<file path="config.mk">
export PLATFORM = sky130hd
export DESIGN_NAME = writeback
export DESIGN_NICKNAME = d
export VERILOG_FILES = /design/src/rtl/asyncarm_pkg.sv /design/src/rtl/wb_toggle_port.sv /design/src/rtl/writeback.sv
export SDC_FILE = /design/constraint.sdc
export NUM_CORES = 1
export LEC_CHECK = 0
export ABC_AREA = 1
export BUFFER_PORTS_ARGS = -buffer_cell sky130_fd_sc_hd__buf_2
export CORE_AREA = 2 2 119 121
export CTS_CLUSTER_DIAMETER = 200
export CTS_CLUSTER_SIZE = 10
export DETAILED_ROUTE_END_ITERATION = 6
export DIE_AREA = 0 0 121 123
export PLACE_DENSITY = 0.79
export SLEW_MARGIN = 20
export SYNTH_ARGS = -nofsm -noshare
export SYNTH_HDL_FRONTEND = slang
export SYNTH_SLANG_ARGS = --single-unit
</file>
<file path="constraint.sdc">
create_clock -name clk -period 2.1 [get_ports clk]
set_clock_uncertainty 0.15 [all_clocks]
set_input_delay 0.42 -clock clk [delete_from_list [all_inputs] [get_ports clk]]
set_output_delay 0.42 -clock clk [all_outputs]
set_load 0.02 [all_outputs]
</file>
<file path="src/rtl/asyncarm_pkg.sv">
// Shared AsyncARM definitions: writeback FSM encoding, srcDst field positions
// and default datapath widths.
package asyncarm_pkg;

    localparam int DATA_W_DEF = 32;
    localparam int ADDR_W_DEF = 4;

    typedef enum logic [2:0] {
        WB_IDLE    = 3'd0,
        WB_WR1     = 3'd1,
        WB_WR2     = 3'd2,
        WB_CPSR    = 3'd3,
        WB_RELEASE = 3'd4,
        WB_REARM   = 3'd5
    } wb_state_e;

    localparam int SD_PRI_LSB   = 0;
    localparam int SD_SEC_LSB   = 4;
    localparam int SD_SEC_VALID = 8;
    localparam int SD_CPSR      = 9;

endpackage

</file>
<file path="src/rtl/wb_toggle_port.sv">
// Regbank two-phase write port: request phase, ack compare and ack-wait
// timeout counter.
module wb_toggle_port #(
    parameter int ACK_TIMEOUT = 64
) (
    input  logic clk,
    input  logic reset,
    input  logic issue_i,
    input  logic wait_i,
    input  logic ack_i,
    output logic trig_o,
    output logic done_o,
    output logic timeout_o
);

    localparam int CNT_W = $clog2(ACK_TIMEOUT + 1);

    logic             trig_q, trig_d;
    logic [CNT_W-1:0] cnt_q, cnt_d;
    logic             match;

    assign match     = (ack_i == trig_q);
    // The timeout edge is the one on which the counter would reach ACK_TIMEOUT.
    assign timeout_o = wait_i && !match && (cnt_q == CNT_W'(ACK_TIMEOUT - 1));
    assign done_o    = wait_i && (match || timeout_o);
    assign trig_o    = trig_q;

    always_comb begin
        trig_d = trig_q ^ issue_i;
        cnt_d  = cnt_q;
        if (done_o) begin
            cnt_d = '0;
        end else if (wait_i) begin
            cnt_d = cnt_q + CNT_W'(1);
        end
    end

    always_ff @(posedge clk) begin
        if (reset) begin
            trig_q <= 1'b0;
            cnt_q  <= '0;
        end else begin
            trig_q <= trig_d;
            cnt_q  <= cnt_d;
        end
    end

endmodule

</file>
<file path="src/rtl/writeback.sv">
// AsyncARM writeback stage: consumes alu results and writes GPRs/CPSR.
// Define WB_FORWARD_EN to add the fwdValid/fwdAddr/fwdData forwarding outputs.
module writeback
    import asyncarm_pkg::*;
#(
    parameter int DATA_W      = DATA_W_DEF,
    parameter int ADDR_W      = ADDR_W_DEF,
    parameter int ACK_TIMEOUT = 64
) (
    input  logic              clk,
    input  logic              reset,
    input  logic [DATA_W-1:0] dataIn1,
    input  logic [DATA_W-1:0] dataIn2,
    input  logic [DATA_W-1:0] cpsrIn,
    input  logic              w,
    input  logic [DATA_W-1:0] srcDstIn,
    input  logic              readyIn,
    output logic              triggerOut,
    output logic [ADDR_W-1:0] addrRB,
    output logic [DATA_W-1:0] dataRB,
    output logic              triggerOutRB,
    input  logic              ackInRB,
    output logic [DATA_W-1:0] cpsrOut,
    output logic              cpsrWe,
    output logic              busy,
    output logic              errOut
`ifdef WB_FORWARD_EN
    ,
    output logic              fwdValid,
    output logic [ADDR_W-1:0] fwdAddr,
    output logic [DATA_W-1:0] fwdData
`endif
);

    wb_state_e         state_q, state_d;
    logic              trig_out_q, trig_out_d;
    logic [ADDR_W-1:0] addr_q, addr_d;
    logic [DATA_W-1:0] data_q, data_d;
    logic [DATA_W-1:0] cpsr_out_q, cpsr_out_d;
    logic              cpsr_we_q, cpsr_we_d;
    logic              err_q, err_d;
    logic [DATA_W-1:0] d2_q, d2_d;
    logic [DATA_W-1:0] cpsr_in_q, cpsr_in_d;
    logic [ADDR_W-1:0] sec_addr_q, sec_addr_d;
    logic              sec_valid_q, sec_valid_d;
    logic              cpsr_upd_q, cpsr_upd_d;

    logic rb_issue, rb_wait, rb_done, rb_timeout;
    logic unused_sd;

    assign unused_sd = ^srcDstIn[DATA_W-1:SD_CPSR+1];
    assign rb_wait   = (state_q == WB_WR1) || (state_q == WB_WR2);

    wb_toggle_port #(
        .ACK_TIMEOUT (ACK_TIMEOUT)
    ) u_port (
        .clk       (clk),
        .reset     (reset),
        .issue_i   (rb_issue),
        .wait_i    (rb_wait),
        .ack_i     (ackInRB),
        .trig_o    (triggerOutRB),
        .done_o    (rb_done),
        .timeout_o (rb_timeout)
    );

    always_comb begin
        state_d     = state_q;
        trig_out_d  = trig_out_q;
        addr_d      = addr_q;
        data_d      = data_q;
        cpsr_out_d  = cpsr_out_q;
        cpsr_we_d   = 1'b0;
        err_d       = err_q | rb_timeout;
        d2_d        = d2_q;
        cpsr_in_d   = cpsr_in_q;
        sec_addr_d  = sec_addr_q;
        sec_valid_d = sec_valid_q;
        cpsr_upd_d  = cpsr_upd_q;
        rb_issue    = 1'b0;

        case (state_q)
            WB_IDLE: begin
                if (readyIn) begin
                    d2_d        = dataIn2;
                    cpsr_in_d   = cpsrIn;
                    sec_addr_d  = srcDstIn[SD_SEC_LSB +: ADDR_W];
                    sec_valid_d = w & srcDstIn[SD_SEC_VALID];
                    cpsr_upd_d  = srcDstIn[SD_CPSR];
                    if (w) begin
                        rb_issue = 1'b1;
                        addr_d   = srcDstIn[SD_PRI_LSB +: ADDR_W];
                        data_d   = dataIn1;
                        state_d  = WB_WR1;
                    end else if (srcDstIn[SD_CPSR]) begin
                        cpsr_out_d = cpsrIn;
                        cpsr_we_d  = 1'b1;
                        state_d    = WB_CPSR;
                    end else begin
                        state_d = WB_RELEASE;
                    end
                end
            end
            WB_WR1: begin
                if (rb_done) begin
                    if (sec_valid_q) begin
                        rb_issue = 1'b1;
                        addr_d   = sec_addr_q;
                        data_d   = d2_q;
                        state_d  = WB_WR2;
                    end else if (cpsr_upd_q) begin
                        cpsr_out_d = cpsr_in_q;
                        cpsr_we_d  = 1'b1;
                        state_d    = WB_CPSR;
                    end else begin
                        state_d = WB_RELEASE;
                    end
                end
            end
            WB_WR2: begin
                if (rb_done) begin
                    if (cpsr_upd_q) begin
                        cpsr_out_d = cpsr_in_q;
                        cpsr_we_d  = 1'b1;
                        state_d    = WB_CPSR;
                    end else begin
                        state_d = WB_RELEASE;
                    end
                end
            end
            WB_CPSR: begin
                state_d = WB_RELEASE;
            end
            WB_RELEASE: begin
                trig_out_d = ~trig_out_q;
                state_d    = WB_REARM;
            end
            WB_REARM: begin
                // A result that stays valid must not be consumed a second time.
                if (!readyIn) begin
                    state_d = WB_IDLE;
                end
            end
            default: begin
                state_d = WB_IDLE;
            end
        endcase
    end

    always_ff @(posedge clk) begin
        if (reset) begin
            state_q     <= WB_IDLE;
            trig_out_q  <= 1'b0;
            addr_q      <= '0;
            data_q      <= '0;
            cpsr_out_q  <= '0;
            cpsr_we_q   <= 1'b0;
            err_q       <= 1'b0;
            d2_q        <= '0;
            cpsr_in_q   <= '0;
            sec_addr_q  <= '0;
            sec_valid_q <= 1'b0;
            cpsr_upd_q  <= 1'b0;
        end else begin
            state_q     <= state_d;
            trig_out_q  <= trig_out_d;
            addr_q      <= addr_d;
            data_q      <= data_d;
            cpsr_out_q  <= cpsr_out_d;
            cpsr_we_q   <= cpsr_we_d;
            err_q       <= err_d;
            d2_q        <= d2_d;
            cpsr_in_q   <= cpsr_in_d;
            sec_addr_q  <= sec_addr_d;
            sec_valid_q <= sec_valid_d;
            cpsr_upd_q  <= cpsr_upd_d;
        end
    end

    assign triggerOut = trig_out_q;
    assign addrRB     = addr_q;
    assign dataRB     = data_q;
    assign cpsrOut    = cpsr_out_q;
    assign cpsrWe     = cpsr_we_q;
    assign busy       = (state_q != WB_IDLE);
    assign errOut     = err_q;

`ifdef WB_FORWARD_EN
    logic              fwd_valid_q;
    logic [ADDR_W-1:0] fwd_addr_q;
    logic [DATA_W-1:0] fwd_data_q;

    always_ff @(posedge clk) begin
        if (reset) begin
            fwd_valid_q <= 1'b0;
            fwd_addr_q  <= '0;
            fwd_data_q  <= '0;
        end else if (rb_done) begin
            fwd_valid_q <= 1'b1;
            fwd_addr_q  <= addr_q;
            fwd_data_q  <= data_q;
        end
    end

    assign fwdValid = fwd_valid_q;
    assign fwdAddr  = fwd_addr_q;
    assign fwdData  = fwd_data_q;
`endif

endmodule

</file>
Word level (Yosys, flattened, before mapping)
Cells that the tools add are included.

storage, ports and cells
  register bits = 152
  output and inout port bits = 73
  logic and storage cells = 90

operators by class
  add/sub/neg operators = 1
  equality and inequality tests = 16
  mux-type cells = 40
  bitwise operators = 4
  reduce and logical (&&, ||, !) cells = 15

operators by type and width
  kind                                                                   count
  32-bit 2-to-1 mux                                                      11
  32-bit case mux with 3 select lines                                    1
  32-bit case mux with 2 select lines                                    1
  3-bit 2-to-1 mux                                                       8
  2-bit inequality test, second input constant                           9
  3-bit case mux with 6 select lines                                     1
  4-bit 2-to-1 mux                                                       4
  1-bit 2-to-1 mux                                                       11
  4-bit case mux with 2 select lines                                     1
  7-bit by 1-bit adder with 7-bit output, second input constant          1
  7-bit by 6-bit equality test with 1-bit output, second input constant  1
  7-bit AND reduction                                                    1
  3-bit by 2-bit equality test with 1-bit output, second input constant  2
  3-bit equality test, second input constant                             2
  3-bit nonzero test                                                     2
  5-bit AND reduction                                                    1
  4-bit AND reduction                                                    1
  3-bit by 1-bit equality test with 1-bit output, second input constant  1
  1-bit logical AND                                                      3
  3-bit logical NOT                                                      1
  1-bit case mux with 3 select lines                                     1
  1-bit logical OR                                                       2
  1-bit case mux with 2 select lines                                     1
  2-bit AND reduction                                                    1
  8 further kinds                                                        8

Longest topological paths before layout
  depth in word-level cells = 9
  gate-level depth with buffers = 12
  depth with buffers taken out = 10

Hierarchy
Synthesis repeated with hierarchy kept, for this count alone.

second synthesis, totals
  cell total of the unflattened synthesis = 941
  area total of the unflattened synthesis = 6740.2 µm²

modules (own cells, without submodules)
  module          times used  cells an instance  area an instance (µm²)  sequential area each (µm²)
  writeback       1           889                6326.1                  2882.8
  wb_toggle_port  1           52                 414.1                   160.2

Worst setup path after synthesis
Ideal clock, no wire load.

  path kind = register to register
  start point = register u_port.cnt_q[0]
  end point = register cpsr_out_q[10] (netlist: cpsrOut[10])
  library setup time = 0.115 ns
  arrival = 1.523 ns
  path slack = 0.312 ns
  stages on the path, launching flop included = 11
  clock period less this slack = 1.788 ns
  cells stage by stage = dfxtp_1 ha_1 nand3_1 nor2_2 nand3_2 nand2_1 nand2_1 buf_6 buf_4 a21oi_1 nor2_1

between the ends
  longest elaborated chain between the ends = 6

ends and longest elaborated chain
  item                                                line                  RTL
  from (decl)                                         wb_toggle_port.sv:19  logic [CNT_W-1:0] cnt_q, cnt_d;
  from (signal assigned)                              wb_toggle_port.sv:44  cnt_q <= cnt_d;
  7-bit by 6-bit equality test with 1-bit output (*)  wb_toggle_port.sv:24  assign timeout_o = wait_i && !match && (cnt_q == CNT_W'(ACK_TIMEOUT - 1));
  1-bit logical AND (*)                               wb_toggle_port.sv:24
  1-bit logical OR (*)                                wb_toggle_port.sv:25  assign done_o = wait_i && (match || timeout_o);
  1-bit logical AND (*)                               wb_toggle_port.sv:25
  2-bit inequality test (no line)                     -
  7-bit AND reduction (no line) (*)                   -
  to (signal assigned)                                writeback.sv:169      cpsr_out_q <= cpsr_out_d;
  to (decl)                                           writeback.sv:39       logic [DATA_W-1:0] cpsr_out_q, cpsr_out_d;

Mark *: on every way between the ends. The rest lies on a longest branch, timed or not.
A chain may end at the register's enable or synchronous reset.

Worst setup path after layout
  start point = register u_port.cnt_q[0]
  end point = register cpsr_out_q[27] (netlist: cpsrOut[27])

The elaborated chain is that of the path after synthesis.

==> flow_summary.json <==
{
  "ys_seq_area_share_pct": 44.2,
  "p_int_mw": 6.98,
  "gr-total-overflow": 0,
  "wl_um": 17100,
  "vdd_drop_max_mv": 0.714,
  "gp_congestion": 0.868,
  "final_common_cell": "nand2_1",
  "firstDrtPassIters": 5,
  "pwr-share-clk_pct": 27.7,
  "clockRootBuffer": "clkbuf_16",
  "drv_cap": 0,
  "total_power_mw": 11.3,
  "p_sw_mw": 4.28,
  "crit_start": "u_port.cnt_q[0]",
  "powerDensity_nw_per_um2": 1310,
  "cp_data_arrival_time_ns": 2.11,
  "io_buffer_count": 183,
  "core_area_sq_um": 13600,
  "async_reset_ff_share_pct": 0,
  "grt.met1_usage_pct": 28.4,
  "vias": 6809,
  "rows": 43,
  "hold_violations": 0,
  "cts_buffers": 17,
  "min_from": "cpsrIn[12]",
  "slowest_stage": "dfxtp_1",
  "diodes": 0,
  "drv_slew": 0,
  "ant_nets": 0,
  "final.fill_count": 1246,
  "antenna_found_initial": 1,
  "syn_inst": 1043,
  "synth_cell_type_count": 30,
  "dieArea_sq_um": 14900,
  "synth_nets": 1177,
  "tightest_slew_ns": 0.441,
  "final-seq-area_sq_um": 3040,
  "die_w_um": 121,
  "use_met3_pct": 6.87,
  "r2r-start": "u_port.cnt_q[0]",
  "holdBufCountCts": 0,
  "post-cts-setup-buffers": 0,
  "wl_per_cell_um": 12.4,
  "die_h_um": 123,
  "rr_worst_depth": 9,
  "swShare_pct": 38.0,
  "clock-sinks": 152,
  "syn2layout_area_growth_pct": 24.3,
  "h-tree-depth": 4,
  "p_leak_nw": 4.41,
  "vias_per_cell": 4.91,
  "crit_fanout": 65,
  "cts.path.max_buffers": 2,
  "multi_input_area_sq_um": 3070,
  "initial_utilization_pct": 50.6,
  "final_layout_size_suffix_gt1_share_pct": 20.5,
  "post-place-cells": 1354,
  "crit_buf_inv": 1,
  "fin_crit_sh_pct": 92.5,
  "grt_max_degree": 76,
  "ys.flop_type": "dfxtp_1",
  "insertion_delay_ns": 0.42,
  "setup_viol": 0,
  "cp.depth": 9,
  "synth_area_sq_um": 6890,
  "fin_setup_tns_ns": 0,
  "status": "finished, final reports clean",
  "power_frac_comb_pct": 37.3,
  "fin_cells": 1386,
  "ctsResizeCount": 0,
  "drc": 0,
  "nNetsFinal": 1327,
  "hold_depth": 3,
  "drtIter0Drc": 407,
  "cpPeakStageDelay_ns": 0.36,
  "relSlewSlack_pct": 70.6,
  "grt_pass1_wl_um": 27900,
  "synth-warning-count": 0,
  "sequentialPowerShare_pct": 35.0,
  "path_cells": "ha_1, nand3_1, nor2_2, nand3_2, nand2_1, nand2_2, buf_12, a21oi_1, nor2_1",
  "cts_tree": "built",
  "cp-end-kind": "flop",
  "synth_edf_count": 0,
  "path_delay_family": "simple AND/OR/NAND/NOR gates",
  "final_cell_mix": "nand2_1 (219), buf_2 (183), nor2_1 (178), dfxtp_1 (152), inv_1 (123)",
  "syn_avg_cell_area_sq_um": 6.61,
  "hp-class": "in -> reg",
  "grt_pass1_vias": 6120,
  "track_usage_pct": 23.2,
  "clk_pin_slew_worst_paths_ns": 0.06,
  "met2_usage_pct": 38.9,
  "rsz0062_at_grt": "no",
  "start_kind": "flop",
  "max_clock_freq_mhz": 515,
  "io_pins": 206,
  "dp_hpwl_um": 10900,
  "finalCriticalPeriod_ns": 1.94,
  "finalCoreUtilization_pct": 62.9,
  "path_class": "reg -> reg",
  "cp.required_ns": 2.27,
  "ys_ff_latch": 152,
  "top_usage_layer": "met2"
}
synth_stat cells, drive strengths merged (2+ instances only):
cell,instances,area share [%]
nand2,224,12
nor2,182,10
dfxtp,152,44
inv,126,6.9
o21ai,115,8.4
a21oi,83,6.0
nand3,79,6.0
clkbuf,42,2.3
buf,26,2.3
nand4,3,0.27
nor3,2,0.15
xnor2,2,0.25
kinds of logic after synthesis:
group	count (synthesis)	synth area share (%)
AND/OR/NAND/NOR	492	29.1
AO/OA/AOI/OAI	201	14.7
buffers and inverters	194	11.4
flip-flops	152	44.2
XOR/XNOR	3	0.381
adder cells (fa/ha/maj)	1	0.182
tightest hold or removal path, stage by stage:
cell and delay [ns]:
buf_2 0.08, nor2_1 0.04, nor2_1 0.08
state kept, by name (all words and copies together) (netlist names):
register,count
addrRB,4
cpsrWe,1
sec_addr_q,4
u_port.cnt_q,7
triggerOut,1
errOut,1
sec_valid_q,1
d2_q,32
dataRB,32
cpsr_in_q,32
u_port.trig_o,1
state_q,3
cpsr_upd_q,1
cpsrOut,32
final timing paths:
kind,end,slack [ns]
setup / recovery,cpsrOut[27],0.16
hold / removal,cpsr_in_q[12],0.09
setup reg to reg,cpsrOut[27],0.16
hold reg to reg,d2_q[20],0.29
metrics by stage:
step	hold slack [ns]	setup WS, ns	cell area [sq um]
after floorplan	0.275	0.312	6890
after global placement	0.281	0.204	7960
after detailed placement	0.288	0.172	7960
after CTS	0.0665	0.168	8560
after global routing	0.0829	0.0111	8560
final	0.0852	0.157	8560
layout make-up:
type                            instances  share of cell area (%)
Clock buffer                           21                    5.38
Clock inverter                         11                    1.69
Inverter                              126                    5.55
Multi-Input combinational cell        697                    35.8
Sequential cell                       152                    35.5
Tap cell                              180                    2.63
Timing Repair Buffer                  199                    13.4
power groups by stage:
stage	Combinational, mW	Clock (mW)	Sequential [mW]
after floorplan	2.66	0	4.32
after global routing	4.75	3.30	4.03
after detailed placement	4.20	0	4.00
after global placement	4.13	0	3.97
final	4.20	3.11	3.94
after CTS	4.22	3.18	3.94
per-layer routing:
layer  vias up  share of wire (%)
met5         -                  0
met1      3046                 45
met4         0                1.2
met3        15                6.5
li1       3566                  -
met2       182                 47
Note: power is estimated with default switching activity, not from simulation.
